`src/rtl/seq_divider_32b.sv`:
```
//------------------------------------------------------------------------------
// seq_divider_32b : multi-cycle signed restoring divider, Z = {remainder, quotient}
// Rev 1.0
//------------------------------------------------------------------------------
`default_nettype none

module seq_divider_32b #(
  parameter int WIDTH = 32
) (
  input  logic               clk,
  input  logic               clr,
  input  logic               start,
  input  logic [WIDTH-1:0]   x,
  input  logic [WIDTH-1:0]   y,
  output logic               busy,
  output logic               done,
  output logic               div_by_zero,
  output logic [2*WIDTH-1:0] Z
);

  localparam int CW = $clog2(WIDTH + 1);
  localparam logic [CW-1:0] c_LAST = CW'(WIDTH - 1);

  localparam logic [1:0] S_IDLE = 2'd0;
  localparam logic [1:0] S_ITER = 2'd1;
  localparam logic [1:0] S_FIX  = 2'd2;
  localparam logic [1:0] S_DONE = 2'd3;

  logic [1:0]         r_state;
  logic [CW-1:0]      r_count;
  logic [WIDTH-1:0]   r_q;
  logic [WIDTH-1:0]   r_d;
  logic [WIDTH:0]     r_r;
  logic               r_sq;
  logic               r_sd;
  logic               r_yz;
  logic               r_dz;
  logic [2*WIDTH-1:0] r_z;

  logic               w_accept;
  logic [WIDTH-1:0]   w_xabs;
  logic [WIDTH-1:0]   w_yabs;
  logic [WIDTH:0]     w_shift;
  logic [WIDTH:0]     w_dext;
  logic               w_ge;
  logic [WIDTH-1:0]   w_qneg;
  logic [WIDTH-1:0]   w_quot;
  logic [WIDTH-1:0]   w_rem;

  always_comb begin
    w_accept = start && ((r_state == S_IDLE) || (r_state == S_DONE));
    // Magnitudes are kept unsigned so |-2^WIDTH-1| stays exact
    w_xabs   = x[WIDTH-1] ? -x : x;
    w_yabs   = y[WIDTH-1] ? -y : y;
    w_shift  = {r_r[WIDTH-1:0], r_q[WIDTH-1]};
    w_dext   = {1'b0, r_d};
    w_ge     = (w_shift >= w_dext);
    w_qneg   = -r_q;
    w_quot   = r_sd ? w_qneg : r_q;
    w_rem    = r_sq ? -r_r[WIDTH-1:0] : r_r[WIDTH-1:0];
  end

  always_ff @(posedge clk or posedge clr) begin
    if (clr) begin
      r_state <= S_IDLE;
      r_count <= '0;
      r_q     <= '0;
      r_d     <= '0;
      r_r     <= '0;
      r_sq    <= 1'b0;
      r_sd    <= 1'b0;
      r_yz    <= 1'b0;
      r_dz    <= 1'b0;
      r_z     <= '0;
    end else begin
      case (r_state)
        S_IDLE, S_DONE: begin
          if (w_accept) begin
            r_sq    <= x[WIDTH-1];
            r_sd    <= x[WIDTH-1] ^ y[WIDTH-1];
            r_q     <= w_xabs;
            r_d     <= w_yabs;
            r_r     <= '0;
            r_yz    <= (y == '0);
            r_dz    <= 1'b0;
            r_count <= '0;
            r_state <= (y == '0) ? S_FIX : S_ITER;
          end else begin
            r_state <= S_IDLE;
          end
        end
        S_ITER: begin
          if (w_ge) begin
            r_r <= w_shift - w_dext;
            r_q <= {r_q[WIDTH-2:0], 1'b1};
          end else begin
            r_r <= w_shift;
            r_q <= {r_q[WIDTH-2:0], 1'b0};
          end
          r_count <= r_count + 1'b1;
          if (r_count == c_LAST) r_state <= S_FIX;
        end
        S_FIX: begin
          // On a zero divisor Q still holds |x|, so re-applying the sign recovers raw x
          if (r_yz) begin
            r_z  <= {(r_sq ? w_qneg : r_q), {WIDTH{1'b1}}};
            r_dz <= 1'b1;
          end else begin
            r_z  <= {w_rem, w_quot};
          end
          r_state <= S_DONE;
        end
        default: r_state <= S_IDLE;
      endcase
    end
  end

  assign busy        = (r_state == S_ITER) || (r_state == S_FIX);
  assign done        = (r_state == S_DONE);
  assign div_by_zero = r_dz;
  assign Z           = r_z;

endmodule

`default_nettype wire
```
`config.mk`:
```
export PLATFORM = sky130hd
export DESIGN_NAME = seq_divider_32b
export DESIGN_NICKNAME = d
export VERILOG_FILES = /design/src/rtl/seq_divider_32b.sv
export SDC_FILE = /design/constraint.sdc
export NUM_CORES = 1
export LEC_CHECK = 0
export BUFFER_PORTS_ARGS = -buffer_cell sky130_fd_sc_hd__buf_2
export CELL_PAD_IN_SITES_DETAIL_PLACEMENT = 1
export CELL_PAD_IN_SITES_GLOBAL_PLACEMENT = 1
export CORE_MARGIN = 2
export CORE_UTILIZATION = 45
export DETAILED_ROUTE_END_ITERATION = 7
export GPL_ROUTABILITY_DRIVEN = 0
export HOLD_SLACK_MARGIN = 0.06
export PLACE_DENSITY = 0.92
export SLEW_MARGIN = 15
export SYNTH_ARGS = -nofsm -noshare
export SYNTH_HDL_FRONTEND = slang
export SYNTH_SLANG_ARGS = --single-unit
export TNS_END_PERCENT = 1
```
`constraint.sdc`:
```
create_clock -name clk -period 9.6 [get_ports clk]
set_input_delay 2.88 -clock clk [delete_from_list [all_inputs] [get_ports clk]]
set_output_delay 2.88 -clock clk [all_outputs]
set_load 0.03 [all_outputs]
```
# [Yosys cells after proc, flatten, opt, wreduce, memory -nomap -nowiden]
# Index checks and enable logic that the tools add are counted.
[classes] addsub=6 n_lt_le_gt_ge=1 n_eq_ne=7 n_mux=21 n_bitwise=1 reduce_logical=11
[op_table] operator="2-to-1 mux 32 bit" count=8
[op_table] operator="negator 32 bit" count=4
[op_table] operator="case mux 32 bit (2 select lines)" count=2
[op_table] operator="2-to-1 mux 64 bit" count=1
[op_table] operator="greater-or-equal comparator 33 x 32 -> 1 bit" count=1
[op_table] operator="zero test 32 bit" count=1
[op_table] operator="subtractor 32 bit" count=1
[op_table] operator="case mux 6 bit (2 select lines)" count=1
[op_table] operator="adder 6 x 1 -> 6 bit (second input constant)" count=1
[op_table] operator="equality test 6 x 5 -> 1 bit (second input constant)" count=1
[op_table] operator="2-to-1 mux 2 bit" count=3
[op_table] operator="2-to-1 mux 6 bit" count=1
[op_table] operator="!= test 2 bit (second input constant)" count=3
[op_table] operator="case mux 2 bit (3 select lines)" count=1
[op_table] operator="equality test 2 bit (second input constant)" count=2
[op_table] operator="AND reduction 2 bit" count=2
[op_table] operator="nonzero test 2 bit" count=2
[op_table] operator="2-to-1 mux 1 bit" count=3
[op_table] operator="AND reduction 3 bit" count=1
[op_table] operator="equality test 2 x 1 -> 1 bit (second input constant)" count=1
[op_table] operator="zero test 2 bit" count=1
[op_table] operator="logical OR 1 bit" count=2
[op_table] operator="case mux 1 bit (2 select lines)" count=1
[op_table] operator="OR reduction 2 bit" count=1
[op_table] operator="other kinds (2)" count=2
[totals] regBits=172 input_bits=67 out_inout_bits=67 wordCells=57

# [Logic depth before layout (Yosys ltp)]
[logic_depth] depth_word=5 ltp_mapped=14

# [Worst setup path after synthesis]
# No wires, ideal clock.
[synth_path] kind="input -> register" startpoint="in x[12]" endpoint="reg r_q[29]" setup_ns=0.137 arrival_ns=5.011 t_required_ns=9.463 setup_slack_ns=4.452 stages=8 path_buffers=0 path_cell_list="or4_1 > nor4_1 > nand2b_1 > or3_1 > or2_2 > o31ai_1 > xor2_1 > a21oi_1"
[synth_between] elab_chain_cells=4
[synth_lines] item="start, declared" line_no="13" source="input logic [WIDTH-1:0] x,"
[synth_lines] item="negator 32 bit" line_no="53" source="w_xabs = x[WIDTH-1] ? -x : x;"
[synth_lines] item="2-to-1 mux 32 bit" line_no="53"
[synth_lines] item="2-to-1 mux 32 bit" line_no="78" source="if (w_accept) begin"
[synth_lines] item="case mux 32 bit (2 select lines)" line_no="76" source="case (r_state)"
[synth_lines] item="end signal, assigned" line_no="81" source="r_q <= w_xabs;"
[synth_lines] item="end signal, assigned" line_no="95" source="r_q <= {r_q[WIDTH-2:0], 1'b1};"
[synth_lines] item="end signal, assigned" line_no="98" source="r_q <= {r_q[WIDTH-2:0], 1'b0};"
[synth_lines] item="end, declared" line_no="31" source="logic [WIDTH-1:0] r_q;"
# No other way between the ends. The select of a mux whose other input is x is not followed.
# A chain may end at the register's enable or synchronous reset.

# [Worst setup path after layout]
[layout_path] startpoint="in y[10]" endpoint="reg r_d[30]"
[layout_between] elab_chain_cells=2
[layout_lines] item="start, declared" line_no="14" source="input logic [WIDTH-1:0] y,"
[layout_lines] item="negator 32 bit" line_no="54" source="w_yabs = y[WIDTH-1] ? -y : y;"
[layout_lines] item="2-to-1 mux 32 bit" line_no="54"
[layout_lines] item="end signal, assigned" line_no="82" source="r_d <= w_yabs;"
[layout_lines] item="end, declared" line_no="32" source="logic [WIDTH-1:0] r_d;"
# No other way between the ends.

==> key figures <==
CTS
  • Clock sinks: ~170
  • Maximum buffer depth of the clock tree: 2
  • CTS tree: done
  • CTS resizes: 0
  • Post-CTS Setup Bufs: 0
  • Clock Latency Late Sink: approximately 0.46 ns
  • Worst-path clk slew: about 0.08 ns
  • H-tree depth: 4
  • Cts bufs inserted: 17
  • Clk root buf: clkbuf_16
  • Hold buffers post-CTS: 0

Drt
  • Routed wl met3: about 3000 µm
  • Via density: between 6 and 7
  • Vias post-DR: between 10k and 15k
  • Routed wire length per instance: 22.5 µm
  • WL met1: 16800 µm
  • Number of detailed-route iterations in the first pass: 6
  • Drt total wl: 41000 µm
  • Detail Route met2 WL: 19300 µm
  • Routed Antenna Nets: 0
  • Top Metal Used: met4
  • Initial DRC Count: between 1k and 1.5k
  • Drc violations: 0

Global routing
  • Total Routing Usage GR: between 30% and 40%
  • Vias in the first global route: 11.7k
  • Largest net degree at the start of global routing: 86
  • Global-route wire length before repair: about 64000 µm
  • Total grt overflow: 0
  • Initial antenna violation count: 0

STA
  • Crit path time final: about 5.1 ns
  • Worst Hold Slack: between 0.4 and 0.5 ns
  • Final worst-path cycle share: between 50% and 60%
  • RSZ-0062 raised after global routing: false
  • Final Hold Vio Count: 0
  • Worst-Margin Slew: between 1 and 1.5 ns
  • Max_slew headroom: 21.8%
  • Final setup vio count: 0
  • Final Max Slew Viols: 0
  • Achievable frequency: between 0.15 and 0.2 GHz
  • Post-Route Setup TNS: 0 ns
  • Clock skew: 0.0177 ns

Setup path
  • CP Data Required Time: just under 10 ns
  • Worst reg2reg path endpoint: r_r[28]$_DFFE_PP0P_
  • Worst Setup Start Kind: input port
  • Worst r2r path cells: 10
  • Crit path kind: input port to flop
  • Critical path capture point type: flop
  • CP Max Fanout: 5
  • FF-to-FF setup slack: 5.47 ns
  • Worst Path Arrival: ~5.4 ns
  • Reg2reg start: r_r[7]$_DFFE_PP0P_

Layout
  • Commonest cells after routing, fill and taps aside: nand2_1, dfrtp_1, o21ai_0
  • Share of cells above drive strength 1: between 10% and 20%
  • Antenna Cells: 0
  • Register Area: ~4300 µm²
  • Post-layout util: between 50% and 60%
  • Nets: approximately 1.6k
  • Multi-input gate area: between 6000 and 7000 µm²
  • # fillers: between 3k and 4k
  • Layout area overhead: 12.4%
  • Most common cell after layout, fill and taps aside: nand2_1

Yosys
  • Post-Syn Instances: 1406
  • Yosys cell types: about 60
  • Post-synth EDFFs: 0
  • Cell Area, Synth: roughly 12000 µm²
  • Main synth FF type: dfrtp_1
  • Synth warn: 0
  • Synth Area per Inst: 8.31 µm²
  • FFs w/ async S/R, synth: 100%
  • Sequential area share after synthesis: 36.8%
  • Synth Net Count: 1514
  • Flops & latches, synth: roughly 170

Hold path
  • Path category of the worst min-delay check: flop to flop
  • Worst Hold End: r_d[19]$_DFFE_PP0P_
  • Hold Crit Start: r_d[19]$_DFFE_PP0P_
  • Worst hold stages: 2

Die
  • Std cell rows: 58
  • Io pins: about 130
  • Die height: between 150 and 200 µm
  • Die width: about 170 µm
  • Die Area: ~27000 µm²
  • Core area: between 20000 and 30000 µm²
  • Initial Util: a little under half

Power
  • Pleak: around 0.0058 µW
  • PD cells: 394 nW/µm²
  • Peak supply drop: 327 µV
  • Tot Pwr: 5180 µW

Place
  • DP Wirelength: between 20000 and 30000 µm
  • Port Buffer Count: 133

Run status
  • Status: complete, no violations

Flow run
  • Number of max-cap violations: 0
==> worst max-delay path: stages <==
cell and delay (ns):
buf_2 0.13, or4_1 0.57, or3_1 0.37, or2_2 0.33
nor2_1 0.21, nand3_1 0.23, o41ai_1 0.45, xor2_1 0.18
o21ai_0 0.08
==> metrics by stage <==
| stage | worst slack (ns) | std cells | instance area [µm²] |
|---|---|---|---|
| 2_1_floorplan | 2.06 | 1406 | 11700 |
| 3_3_place_gp | 4.14 | 1792 | 12500 |
| 5_1_grt | 4.26 | 1825 | 13100 |
| 6_report | 4.50 | 1825 | 13100 |
| 4_1_cts | 4.47 | 1824 | 13100 |
| 3_5_place_dp | 4.02 | 1792 | 12500 |
==> kinds of logic (layout without fill, tap and decap cells) <==
group | Yosys count | after routing | synth area share [%]
adders and majority gates | 41 | 41 | 4.45
buffers and inverters | 158 | 247 | 5.12
DFF | 172 | 172 | 36.8
and+or+nand+nor | 418 | 418 | 16.3
xor gates and xnor gates | 182 | 182 | 13.6
AOI/OAI and AO/OA | 402 | 402 | 20.5
muxes | 33 | 33 | 3.10
==> flip-flops by register name, indices dropped and copies added (netlist names) <==
name / count
div_by_zero: 1
r_sd: 1
r_d: 32
r_state: 2
r_sq: 1
r_yz: 1
r_q: 32
r_count: 6
r_r: 32
Z: 64
==> Yosys cell counts, drive strengths merged (10+ instances only) <==
master / n / area (µm²)
a21o: 11 / 82.6
a21oi: 108 / 541
buf: 16 / 65.1
clkbuf: 71 / 267
dfrtp: 172 / 4300
ha: 40 / 500
inv: 71 / 267
mux2: 13 / 150
mux2i: 19 / 190
nand2: 182 / 683
nand2b: 11 / 68.8
nand3: 21 / 105
nand4: 10 / 62.6
nor2: 98 / 368
nor2b: 10 / 62.6
nor3: 18 / 90.1
o211ai: 17 / 128
o21ai: 146 / 734
o22ai: 30 / 188
o31ai: 32 / 240
o41ai: 16 / 148
or2: 10 / 62.6
or3: 20 / 125
or4: 14 / 113
xnor2: 61 / 534
xor2: 121 / 1060
==> power breakdown <==
group | internal [µW] | switching [µW]
combinational | 1100 | 2010
clock | 351 | 364
sequential | 995 | 369
total | 2440 | 2740
==> layout make-up <==
type | count | share of cell area (%)
well taps | 330 | 3.14
clock inverters | 15 | 1.29
flip-flops and latches | 172 | 32.8
inverters | 71 | 2.07
clock buffers | 17 | 3.24
multi-input cells | 1076 | 51.7
repair buffers | 144 | 5.75
==> routing by layer <==
metal | vias to the layer above | global-route usage [%]
met5 | - | 0
met4 | 0 | 14.8
met3 | 142 | 5.39
met2 | 516 | 49.4
met1 | 5587 | 39.2
li1 | 5050 | -
==> worst max-delay path by stage <==
stage | startpoint | endpoint
final | y[10] | r_d[30]$_DFFE_PP0P_
after floorplan | clr | Z[0]$_DFFE_PP0P_
after CTS | y[10] | r_d[30]$_DFFE_PP0P_
after detailed placement | y[10] | r_d[30]$_DFFE_PP0P_
after global routing | y[2] | r_d[30]$_DFFE_PP0P_
after global placement | y[10] | r_d[27]$_DFFE_PP0P_
Power figures use the tool's default switching activity.
